$ cat src/rtl/pic_hw_stack_pkg.sv
// Shared definitions for the PIC hardware return-address stack: command encodings and defaults.
package pic_hw_stack_pkg;

  typedef enum logic [1:0] {
    STK_NOP     = 2'd0,
    STK_PUSH    = 2'd1,
    STK_POP     = 2'd2,
    STK_REPLACE = 2'd3
  } stk_cmd_e;

  localparam int unsigned STK_PC_WIDTH_DEF = 11;
  localparam int unsigned STK_DEPTH_DEF    = 8;

endpackage

$ cat src/rtl/pic_hw_stack_regfile.sv
// Return-address storage: DEPTH x PC_WIDTH, one synchronous write port, one asynchronous read port.
module stack_regfile #(
  parameter int PC_WIDTH = 11,
  parameter int DEPTH    = 8,
  localparam int AW      = $clog2(DEPTH)
) (
  input  logic                clk,
  input  logic                rst_n,
  input  logic                we_i,
  input  logic [AW-1:0]       waddr_i,
  input  logic [PC_WIDTH-1:0] wdata_i,
  input  logic [AW-1:0]       raddr_i,
  output logic [PC_WIDTH-1:0] rdata_o
);

  logic [PC_WIDTH-1:0] mem_q [DEPTH];

  always_ff @(posedge clk or negedge rst_n) begin
    if (!rst_n) begin
      for (int i = 0; i < DEPTH; i++) mem_q[i] <= '0;
    end else if (we_i) begin
      mem_q[waddr_i] <= wdata_i;
    end
  end

  assign rdata_o = mem_q[raddr_i];

endmodule

$ cat src/rtl/pic_hw_stack.sv
// PIC hardware return-address stack: pointer/count control around stack_regfile.
// Optional sticky overflow/underflow flags (ovf, unf) are built when STK_OVF_FLAG_EN is defined.
module pic_hw_stack
  import pic_hw_stack_pkg::*;
#(
  parameter int PC_WIDTH  = 11,
  parameter int DEPTH     = 8,
  parameter int WRAP_MODE = 1,
  localparam int AW       = $clog2(DEPTH),
  localparam int CW       = AW + 1
) (
  input  logic                clk,
  input  logic                rst_n,
  input  logic [1:0]          commandIn,
  input  logic [PC_WIDTH-1:0] in,
  output logic [PC_WIDTH-1:0] topOut,
  output logic [CW-1:0]       count,
  output logic                full,
`ifdef STK_OVF_FLAG_EN
  output logic                empty,
  output logic                ovf,
  output logic                unf
`else
  output logic                empty
`endif
);

  stk_cmd_e cmd;
  logic [AW-1:0] ptr_q, ptr_d, ptr_inc, ptr_dec, waddr;
  logic [CW-1:0] cnt_q, cnt_d;
  logic          is_full, is_empty, we;
`ifdef STK_OVF_FLAG_EN
  logic          ovf_q, unf_q, ovf_evt, unf_evt;
`endif

  assign cmd      = stk_cmd_e'(commandIn);
  assign is_full  = (cnt_q == CW'(DEPTH));
  assign is_empty = (cnt_q == '0);
  // DEPTH is a power of two, so plain AW-bit arithmetic wraps modulo DEPTH.
  assign ptr_inc  = ptr_q + AW'(1);
  assign ptr_dec  = ptr_q - AW'(1);

  always_comb begin
    ptr_d = ptr_q;
    cnt_d = cnt_q;
    we    = 1'b0;
    waddr = ptr_q;
`ifdef STK_OVF_FLAG_EN
    ovf_evt = 1'b0;
    unf_evt = 1'b0;
`endif
    case (cmd)
      STK_PUSH, STK_REPLACE: begin
        if (cmd == STK_REPLACE && !is_empty) begin
          we = 1'b1;
        end else begin
`ifdef STK_OVF_FLAG_EN
          ovf_evt = is_full;
`endif
          if (!is_full || WRAP_MODE != 0) begin
            ptr_d = ptr_inc;
            waddr = ptr_inc;
            we    = 1'b1;
            if (!is_full) cnt_d = cnt_q + CW'(1);
          end
        end
      end
      STK_POP: begin
`ifdef STK_OVF_FLAG_EN
        unf_evt = is_empty;
`endif
        if (!is_empty) begin
          ptr_d = ptr_dec;
          cnt_d = cnt_q - CW'(1);
        end else if (WRAP_MODE != 0) begin
          ptr_d = ptr_dec;
        end
      end
      default: ;
    endcase
  end

  always_ff @(posedge clk or negedge rst_n) begin
    if (!rst_n) begin
      ptr_q <= '0;
      cnt_q <= '0;
    end else begin
      ptr_q <= ptr_d;
      cnt_q <= cnt_d;
    end
  end

`ifdef STK_OVF_FLAG_EN
  always_ff @(posedge clk or negedge rst_n) begin
    if (!rst_n) begin
      ovf_q <= 1'b0;
      unf_q <= 1'b0;
    end else begin
      ovf_q <= ovf_q | ovf_evt;
      unf_q <= unf_q | unf_evt;
    end
  end

  assign ovf = ovf_q;
  assign unf = unf_q;
`endif

  stack_regfile #(
    .PC_WIDTH(PC_WIDTH),
    .DEPTH   (DEPTH)
  ) u_regfile (
    .clk    (clk),
    .rst_n  (rst_n),
    .we_i   (we),
    .waddr_i(waddr),
    .wdata_i(in),
    .raddr_i(ptr_q),
    .rdata_o(topOut)
  );

  assign count = cnt_q;
  assign full  = is_full;
  assign empty = is_empty;

endmodule

$ cat config.mk
export PLATFORM = sky130hd
export DESIGN_NAME = pic_hw_stack
export DESIGN_NICKNAME = d
export VERILOG_FILES = /design/src/rtl/pic_hw_stack_pkg.sv /design/src/rtl/pic_hw_stack_regfile.sv /design/src/rtl/pic_hw_stack.sv
export SDC_FILE = /design/constraint.sdc
export NUM_CORES = 1
export LEC_CHECK = 0
export BUFFER_PORTS_ARGS = -buffer_cell sky130_fd_sc_hd__buf_2
export CAP_MARGIN = 15
export CORE_ASPECT_RATIO = 1.1
export CORE_UTILIZATION = 38
export CTS_CLUSTER_SIZE = 40
export DETAILED_ROUTE_END_ITERATION = 8
export GPL_ROUTABILITY_DRIVEN = 0
export PLACE_DENSITY_LB_ADDON = 0.15
export SLEW_MARGIN = 10
export SYNTH_ARGS = -nofsm -noshare
export SYNTH_HDL_FRONTEND = slang
export SYNTH_SLANG_ARGS = --single-unit
$ cat constraint.sdc
create_clock -name clk -period 2.85 [get_ports clk]
set_input_delay 0.57 -clock clk [delete_from_list [all_inputs] [get_ports clk]]
set_output_delay 0.57 -clock clk [all_outputs]
set_load 0.05 [all_outputs]
==> PnR_summary.wiki <==
{| class="wikitable"
! Metric !! Value
|-
| Full die area || 13,000 um^2
|-
| Setup fix buffers added after clock tree synthesis || 0
|-
| Worst-margin pin slew || 0.622 ns
|-
| Register-to-register path setup slack || 0.52 ns
|-
| Top area cells in the synthesized netlist || dfrtp_1 (50%), mux2_2 (21%), mux4_2 (10%)
|-
| EDFF count, synth || 0
|-
| Sequential fraction of the synthesis area || 0.501
|-
| Clk_lat worst skew || 0.34 ns
|-
| Count of endpoints failing setup in the final report || 0
|-
| Min Tclk post-route || 2.61 ns
|-
| Worst setup skew after layout || 0.00617 ns
|-
| Worst hold path class || in2async
|-
| Most common cell after layout, fill and taps aside || dfrtp_1
|-
| Post-Route WL || 10.1 mm
|-
| Die height || 119 um
|-
| Hold-fix buffers, CTS || 0
|-
| Power per unit of standard cell area || 1380 nW/um^2
|-
| Effective utilization at floorplan || 0.393
|-
| Pre-CTS worst setup slack || 0.478 ns
|-
| Number of global-route vias before repair || 2,874
|-
| Peak clock frequency supported by timing || 383 MHz
|-
| First-pass GRT wire length || 16.5 mm
|-
| Worst setup EP type || output port
|-
| Reg-to-Reg Start || ptr_q[1]
|-
| Antenna fix cells || 0
|-
| Wirelength per Cell || 19.8 um
|-
| Number of port buffers || 31
|-
| Largest fanout of any net on the critical path || 11
|-
| Number of detailed-route iterations in the first pass || 4
|-
| Post-synth top area cell || dfrtp_1
|-
| Cell variety after synth || 38
|-
| Share of the clock period used by the worst path || 0.916
|-
| Fraction of final layout cells with drive strength greater than 1 || 0.579
|-
| Clock Power Share || 0.166
|-
| Clock tree from TritonCTS || done
|-
| Commonest cells after routing, fill and taps aside || dfrtp_1 (94), mux2_2 (87), buf_2 (30), buf_4 (27), mux4_2 (22)
|-
| Fraction of post-synthesis cell area in the top cell type by area || 0.501
|-
| Total routing resource utilization after global routing || 0.175
|-
| Layout area overhead || 15.9%
|-
| Area of the mapped netlist || 4750 um^2
|-
| Final non-filler cell total || 510
|-
| Classification of the worst setup path || reg2out
|-
| Count of nets after finishing || 371
|-
| Routed via count || 2,750
|-
| Top-Level Pins || 32
|-
| Fraction of power consumed by combinational cells || 0.505
|-
| Clock sinks || 95
|-
| Slew HR || 0.585
|-
| Worst r2r path cells || 7
|-
| HPWL after detailed placement || 6.93 mm
|-
| Cell count after synthesis || 303
|-
| Smallest setup slack after layout || 0.239 ns
|-
| Largest net degree at the start of global routing || 46
|-
| Maximum count of clock buffers along a single path || 2
|-
| Deepest level of the CTS H-tree || 3
|-
| Outcome || complete, no violations
|-
| Switching share of power || 0.391
|-
| Internal Dissipation || 0.00462 W
|-
| Total DRC errors in the routed layout || 0
|-
| Flip-flop and latch count after synthesis || 95
|-
| Core Footprint || 12,100 um^2
|-
| Slew Viols, Final || 0
|-
| Reported leakage power || 2.41 nW
|-
| Root Buffer || clkbuf_16
|-
| Clock buffers created by TritonCTS || 9
|-
| Detailed router's first-iteration violation count || 143
|-
| Via density per instance || 5.39
|-
| NetSw || 0.00296 W
|-
| Final Hold Viols || 0
|-
| Data required time at the worst endpoint || 2.28 ns
|-
| Clock-pin transition on the worst setup and hold timing paths || 0.07 ns
|-
| Syn nets || 323
|-
| Most used flip-flop cell after synthesis || dfrtp_1
|-
| Number of synthesis warnings || 0
|-
| Antenna-violating nets left || 0
|-
| Worst Setup Start Kind || flip-flop
|-
| Number of gates resized after cts || 0
|-
| RSZ-0062 raised after global routing || no
|-
| Number of antenna violations at the first check in global routing || 0
|-
| Fraction of power consumed by sequential logic || 0.329
|-
| Final total negative setup slack || 0 ns
|-
| Placed cell count || 494
|-
| Arrival time of the worst setup path || 2.04 ns
|-
| Residual overflow from global routing || 0
|-
| Row count || 42
|-
| MaxCap Viol Count || 0
|-
| Worst reg2reg endpoint || u_regfile.mem_q[10]
|-
| Average instance area after synthesis || 15.7 um^2
|-
| Number of filler instances in the final layout || 1,117
|-
| Chip Width || 109 um
|-
| Worst supply voltage drop on vdd || 0.696 mV
|-
| Async set-reset flop share out of synthesis || 1.00
|}
worst max-delay path, stage by stage, from the launching register on:
cell and delay, ns:
dfrtp_1 0.36, buf_4 0.23, buf_4 0.28, mux4_2 0.34
mux2_2 0.28, buf_2 0.21
worst max path at each step:
| stage | from | endpoint | cells after the start |
|---|---|---|---|
| finish | ptr_q[1] | topOut[3] | 5 |
| detailed placement | commandIn[1] | u_regfile.mem_q[61] | 6 |
| floorplan | count[0] | empty | 2 |
| CTS | ptr_q[0] | topOut[3] | 4 |
| global route | ptr_q[0] | topOut[3] | 4 |
| global placement | commandIn[1] | u_regfile.mem_q[57] | 6 |
metrics by stage:
step / total power (W) / utilization / cell area, um^2 / hold slack [ns]
finish: 0.00759 / 0.455 / 5500 / 0.255
floorplan: 0.00550 / - / 4760 / 0.274
CTS: 0.00768 / 0.455 / 5500 / 0.271
global placement: 0.00633 / 0.429 / 5180 / 0.482
detailed placement: 0.00639 / 0.429 / 5180 / 0.489
global route: 0.00803 / 0.455 / 5500 / 0.295
layout make-up:
cell class / instances / area (um^2) / share of cell area
clock buffers: 12 / 267 / 0.0484
multi-input cells: 182 / 2220 / 0.404
flip-flops and latches: 95 / 2380 / 0.432
repair buffers: 58 / 373 / 0.0677
clock inverters: 4 / 52.6 / 0.00955
inverters: 5 / 18.8 / 0.00341
well taps: 154 / 193 / 0.0350
synth_stat cells (2+ instances only):
| cell type | number |
|---|---|
| a21oi_1 | 4 |
| a21oi_2 | 3 |
| buf_1 | 2 |
| buf_2 | 4 |
| buf_4 | 2 |
| buf_6 | 10 |
| clkbuf_1 | 2 |
| dfrtp_1 | 95 |
| ha_1 | 4 |
| inv_1 | 5 |
| mux2_2 | 87 |
| mux2_4 | 11 |
| mux4_2 | 22 |
| nand2_1 | 5 |
| nand2b_1 | 2 |
| nand3_1 | 5 |
| nor2_1 | 2 |
| nor3_1 | 4 |
| nor4_1 | 4 |
| o21ai_0 | 3 |
| o41ai_2 | 4 |
| xnor2_1 | 5 |
| xor2_1 | 3 |
power groups by stage:
stage	logic [W]	clock network (W)	registers (W)
global route	0.00410	0.00135	0.00258
floorplan	0.00308	0	0.00241
global placement	0.00383	0	0.00250
CTS	0.00388	0.00130	0.00250
detailed placement	0.00387	0	0.00251
finish	0.00383	0.00126	0.00250
registers in the layout (all words and copies together), names as in the netlist:
register,count
count,4
ptr_q,3
u_regfile.mem_q,88
kinds of logic after synthesis:
family,synth area share
fa+ha+maj,0.0148
mux,0.348
xor+xnor,0.0148
buf+inv,0.0424
compound gates,0.0448
simple gates,0.0350
flops,0.501
layer usage:
metal | vias to the layer above | wire (um) | global-route usage
met4 | 0 | 230 | 0.0752
met5 | - | 0 | 0
li1 | 1239 | - | -
met3 | 15 | 304 | 0.0317
met1 | 1443 | 4770 | 0.246
met2 | 53 | 4800 | 0.263
Note: power is estimated with default switching activity, not from simulation.
